[src/rtl/mem_wb_stage_pkg.sv]
// rtl/mem_wb_stage_pkg.sv - shared pipeline types and widths for the memory stage
package mem_wb_stage_pkg;

    localparam int WORD_W          = 32;
    localparam int REG_ADDR_W      = 5;
    localparam int DEFAULT_TIMEOUT = 16;

    typedef enum logic {
        IDLE = 1'b0,
        WAIT = 1'b1
    } memState_t;

endpackage

[src/rtl/mem_access_fsm.sv]
// rtl/mem_access_fsm.sv - data-memory handshake FSM with timeout abort
module mem_access_fsm
    import mem_wb_stage_pkg::*;
#(
    parameter int TIMEOUT = DEFAULT_TIMEOUT,
    parameter int CNT_W   = 8
) (
    input  logic clk,
    input  logic rst,
    input  logic memOp,
    input  logic misaligned,
    input  logic dmemReady,
    output logic dmemReq,
    output logic memStall,
    output logic accessDone,
    output logic accessAbort
);

    memState_t        state;
    logic [CNT_W-1:0] waitCnt;

    // Only IDLE and WAIT exist, so any aligned memory op requests; reset masks it.
    assign dmemReq     = rst & memOp & ~misaligned;
    assign accessAbort = rst & (state == WAIT) & ~dmemReady
                         & (waitCnt == CNT_W'(TIMEOUT - 1));
    assign accessDone  = dmemReq & dmemReady;
    assign memStall    = dmemReq & ~dmemReady & ~accessAbort;

    always_ff @(posedge clk or negedge rst) begin
        if (!rst) begin
            state   <= IDLE;
            waitCnt <= '0;
        end else begin
            case (state)
                IDLE: begin
                    if (dmemReq && !dmemReady) begin
                        state   <= WAIT;
                        waitCnt <= '0;
                    end
                end
                WAIT: begin
                    if (dmemReady || accessAbort) begin
                        state <= IDLE;
                    end else begin
                        waitCnt <= waitCnt + 1'b1;
                    end
                end
                default: state <= IDLE;
            endcase
        end
    end

endmodule

[src/rtl/mem_wb_stage.sv]
// rtl/mem_wb_stage.sv - memory-access stage and MEM/WB pipeline register
module mem_wb_stage
    import mem_wb_stage_pkg::*;
#(
    parameter int TIMEOUT = DEFAULT_TIMEOUT,
    parameter int CNT_W   = 8
) (
    input  logic                  clk,
    input  logic                  rst,
    input  logic                  EX_MEM_RegWrite,
    input  logic                  EX_MEM_MemtoReg,
    input  logic                  EX_MEM_MemRead,
    input  logic                  EX_MEM_MemWrite,
    input  logic [WORD_W-1:0]     DataMemoryAddress,
    input  logic [WORD_W-1:0]     DataMemoryWriteData,
    input  logic [REG_ADDR_W-1:0] EX_MEM_RegisterRd,
    output logic                  dmem_req,
    output logic                  dmem_we,
    output logic [WORD_W-1:0]     dmem_addr,
    output logic [WORD_W-1:0]     dmem_wdata,
    input  logic [WORD_W-1:0]     dmem_rdata,
    input  logic                  dmem_ready,
    output logic                  MEM_Stall,
    output logic                  MEM_WB_RegWrite,
    output logic                  MEM_WB_MemtoReg,
    output logic [WORD_W-1:0]     MEM_WB_ReadData,
    output logic [WORD_W-1:0]     MEM_WB_ALUResult,
    output logic [REG_ADDR_W-1:0] MEM_WB_RegisterRd,
    output logic                  MEM_AddrErr,
    output logic                  MEM_BusErr
);

    logic memOp;
    logic misaligned;
    logic accessDone;
    logic accessAbort;
    logic loadDone;

    assign memOp      = EX_MEM_MemRead | EX_MEM_MemWrite;
    assign misaligned = memOp & (DataMemoryAddress[1:0] != 2'b00);
    // A simultaneous read+write is a store, so the load path stays quiet.
    assign loadDone   = accessDone & EX_MEM_MemRead & ~EX_MEM_MemWrite;

    assign dmem_we    = EX_MEM_MemWrite;
    assign dmem_addr  = DataMemoryAddress;
    assign dmem_wdata = DataMemoryWriteData;

    mem_access_fsm #(
        .TIMEOUT (TIMEOUT),
        .CNT_W   (CNT_W)
    ) u_fsm (
        .clk         (clk),
        .rst         (rst),
        .memOp       (memOp),
        .misaligned  (misaligned),
        .dmemReady   (dmem_ready),
        .dmemReq     (dmem_req),
        .memStall    (MEM_Stall),
        .accessDone  (accessDone),
        .accessAbort (accessAbort)
    );

    always_ff @(posedge clk or negedge rst) begin
        if (!rst) begin
            MEM_WB_RegWrite   <= 1'b0;
            MEM_WB_MemtoReg   <= 1'b0;
            MEM_WB_ReadData   <= '0;
            MEM_WB_ALUResult  <= '0;
            MEM_WB_RegisterRd <= '0;
            MEM_AddrErr       <= 1'b0;
            MEM_BusErr        <= 1'b0;
        end else begin
            MEM_AddrErr <= 1'b0;
            MEM_BusErr  <= 1'b0;
            if (MEM_Stall || misaligned || accessAbort) begin
                // Bubble: faulted or pending accesses must never write the register file.
                MEM_WB_RegWrite <= 1'b0;
                MEM_WB_MemtoReg <= 1'b0;
                MEM_AddrErr     <= misaligned;
                MEM_BusErr      <= accessAbort;
            end else begin
                MEM_WB_RegWrite   <= EX_MEM_RegWrite;
                MEM_WB_MemtoReg   <= EX_MEM_MemtoReg;
                MEM_WB_ALUResult  <= DataMemoryAddress;
                MEM_WB_RegisterRd <= EX_MEM_RegisterRd;
                if (loadDone) begin
                    MEM_WB_ReadData <= dmem_rdata;
                end
            end
        end
    end

endmodule

[config.mk]
export PLATFORM = sky130hd
export DESIGN_NAME = mem_wb_stage
export DESIGN_NICKNAME = d
export VERILOG_FILES = /design/src/rtl/mem_wb_stage_pkg.sv /design/src/rtl/mem_access_fsm.sv /design/src/rtl/mem_wb_stage.sv
export SDC_FILE = /design/constraint.sdc
export NUM_CORES = 1
export LEC_CHECK = 0
export ABC_AREA = 1
export CAP_MARGIN = 15
export CORE_ASPECT_RATIO = 0.6
export CORE_MARGIN = 5
export CORE_UTILIZATION = 38
export CTS_CLUSTER_DIAMETER = 50
export DETAILED_ROUTE_END_ITERATION = 10
export PLACE_DENSITY = 0.86
export SLEW_MARGIN = 25
export SYNTH_ARGS = -nofsm -noshare
export SYNTH_HDL_FRONTEND = slang
export SYNTH_HIERARCHICAL = 1
export SYNTH_SLANG_ARGS = --single-unit
[constraint.sdc]
create_clock -name clk -period 2.34 [get_ports clk]
set_input_delay 0.468 -clock clk [delete_from_list [all_inputs] [get_ports clk]]
set_output_delay 0.468 -clock clk [all_outputs]
set_load 0.005 [all_outputs]
==> results.json <==
{
  "hp-class": "input pin to asynchronous set/reset pin",
  "grt_max_degree": 71,
  "r2r-start": "u_fsm/waitCnt[1]",
  "syn_area_um2": 4080,
  "leakage_nw": 2.84,
  "power.density_nw_per_um2": 677,
  "finish.utilization_pct": 56.1,
  "fin_nets": 701,
  "pwr-share-clk_pct": 31.9,
  "root_buffer": "clkbuf_16",
  "cp-startpoint": "EX_MEM_MemRead",
  "instances_no_fill": 736,
  "fp.dieW_um": 144,
  "dr.first_iter.drc_count": 280,
  "die_area_um2": 13000,
  "wl_per_cell_um": 14.9,
  "start_kind": "input pin",
  "p_int_mw": 2.96,
  "viasPerCell": 4.76,
  "via_count": 3501,
  "status": "finished clean",
  "antenna_found_initial": 0,
  "finalSetupTns_ps": 0,
  "port_buffers": 183,
  "h-tree-depth": 3,
  "p_switching_mw": 1.04,
  "syn_to_final_growth_pct": 44.7,
  "ys_types": 23,
  "fin_skew_ps": 9.09,
  "reg2reg_depth": 12,
  "core_um2": 10500,
  "placed_cells": 719,
  "fmax_ghz": 0.438,
  "endpoint": "MEM_Stall",
  "cp.required_ps": 1870,
  "grt_usage_pct": 16.8,
  "routed_wl_mm": 11.0,
  "grt_pass1_wl_mm": 17.7,
  "postLayoutSetupSlackWorst_ps": 56.1,
  "synth_area_leader_cell": "dfrtp_1",
  "gp_congestion": 0.851,
  "synth_top_flop_cell": "dfrtp_1",
  "ys_warn_count": 6,
  "final_cell_mix": "178 x clkdlybuf4s50_1, 165 x nand2_1, 82 x dfrtp_1, 45 x nand3_1, 33 x nand4_1",
  "die_y_um": 90.3,
  "switching_share_pct": 26.1,
  "rr_endpoint": "MEM_WB_ALUResult[22]",
  "clkLatencyLatePin_ps": 330,
  "synthTopCellsByArea": "dfrtp_1 50%, nand2_1 15%, buf_4 13%",
  "first_pass_iters": 5,
  "grt_overflow_total": 0,
  "final_common_cell": "clkdlybuf4s50_1",
  "r2r_slack_ps": 160,
  "route.detailed.drc": 0,
  "layout-drive-gt1-share_pct": 9.05,
  "fin_crit_sh_pct": 97.6,
  "synth_fp_nets": 580,
  "ant_nets": 0,
  "synth_top_area_share_pct": 50.3,
  "synth_edf_count": 0,
  "ys_seq_elements": 82,
  "cp-end-kind": "output port",
  "cts_hold_buf": 0,
  "slew_violations": 0,
  "fin_crit_ps": 2280,
  "p_seq_share_pct": 43.7,
  "crit_arrival_ps": 1820,
  "critPathKind": "input pin to output port",
  "fillCellCount": 880,
  "hold_viol": 0,
  "cts.clk_slew.worst_paths_ps": 60,
  "cts.sinks": 82,
  "cts_buffer_depth": 2,
  "cts_buffers": 9,
  "synthArstFlopShare_pct": 100,
  "tightestPinTransition_ps": 704,
  "num_antenna_cells": 0,
  "pin_count": 248,
  "maxCapViolCount": 0,
  "ys_seq_area_share_pct": 50.3,
  "crit_fanout": 2,
  "avgSynthCellArea_um2": 8.66,
  "initial_utilization_pct": 38.8,
  "rows": 29,
  "setup_viol": 0,
  "cts_tree": "done",
  "synthCells": 471,
  "pre_cts_ws_ps": -475,
  "first_global_vias": 3548,
  "comb_power_share_pct": 24.4,
  "slew_headroom_pct": 53.0,
  "hpwl_mm": 8.15,
  "ir_worst_vdd_v": 0.000395
}
-- critical path: stages --
cell	delay [ps]
clkdlybuf4s50_1	420
inv_1	70
nand2_2	80
nand2_4	60
inv_1	60
nor3_4	210
inv_2	80
nor3_4	210
buf_2	150
-- what timing repair did --
item,CTS,global route
setup endpoints to repair,2,1
pin swaps,0,1
resized for setup,8,5
setup buffers,1,0
endpoints found under the hold margin,0,0
gates cloned,0,0
-- registers in the layout, summed over array words and instances, names as in the netlist --
name,count
u_fsm/waitCnt,8
MEM_AddrErr,1
MEM_WB_RegWrite,1
MEM_WB_RegisterRd,5
MEM_WB_MemtoReg,1
u_fsm/state,1
MEM_WB_ALUResult,32
MEM_BusErr,1
MEM_WB_ReadData,32
-- metal layers --
| metal | GRT usage (%) | wire, µm | vias up |
|---|---|---|---|
| li1 | - | - | 1683 |
| met4 | 4.70 | 180 | 0 |
| met3 | 7.25 | 1170 | 22 |
| met1 | 20.8 | 4590 | 1634 |
| met5 | 0 | 0 | - |
| met2 | 26.7 | 5020 | 162 |
-- power groups by stage --
stage          clock (mW)  sequential, mW  combinational, mW
2_1_floorplan           0            1.77              0.359
3_3_place_gp            0            1.76              0.963
3_5_place_dp            0            1.77              0.987
4_1_cts              1.32            1.75              0.993
5_1_grt              1.38            1.77               1.07
6_report             1.28            1.75              0.975
-- cell usage after synthesis (2+ instances only) --
library cell,count
buf_2,14
buf_4,68
buf_6,7
dfrtp_1,82
inv_1,19
inv_2,2
nand2_1,166
nand2_2,3
nand2_4,3
nand3_1,45
nand3_2,3
nand4_1,33
nor2_1,12
nor2_2,2
o21ai_1,2
xor2_1,3
-- stage by stage --
step                area [µm²]  hold WS (ps)  total power [mW]
finish                    5900           161              4.00
global route              5900           199              4.22
CTS                       5900           169              4.06
detailed placement        5610           458              2.76
global placement          5610           452              2.72
floorplan                 4080           172              2.13
-- cell type report --
type                            count  area [µm²]  share of cell area (%)
Timing Repair Buffer              200        2020                    34.3
Clock buffer                       11         243                    4.11
Clock inverter                      5        30.0                   0.509
Sequential cell                    82        2050                    34.8
Inverter                           22        83.8                    1.42
Tap cell                          139         174                    2.95
Multi-Input combinational cell    277        1290                    21.9
-- worst min path at each step --
stage                      endpoint  slack (ps)  depth (start not counted)
3_5_place_dp   MEM_WB_ALUResult[10]         460                          2
4_1_cts            u_fsm/waitCnt[7]         170                          2
3_3_place_gp   MEM_WB_ALUResult[26]         450                          2
5_1_grt            u_fsm/waitCnt[7]         200                          2
6_report           u_fsm/waitCnt[7]         160                          2
2_1_floorplan           MEM_AddrErr         170                          0
-- cell families (layout without fill, tap and decap cells) --
kind of cell / after synthesis / after routing / synth area share [%]
AOI/OAI and AO/OA: 3 / 3 / 0.368
adders and majority gates: 1 / 1 / 0.307
and+or+nand+nor: 270 / 270 / 30.1
buffers and inverters: 112 / 238 / 18.3
DFF: 82 / 82 / 50.3
xor gates and xnor gates: 3 / 3 / 0.644
No activity file was read; power rests on OpenSTA's default activity.
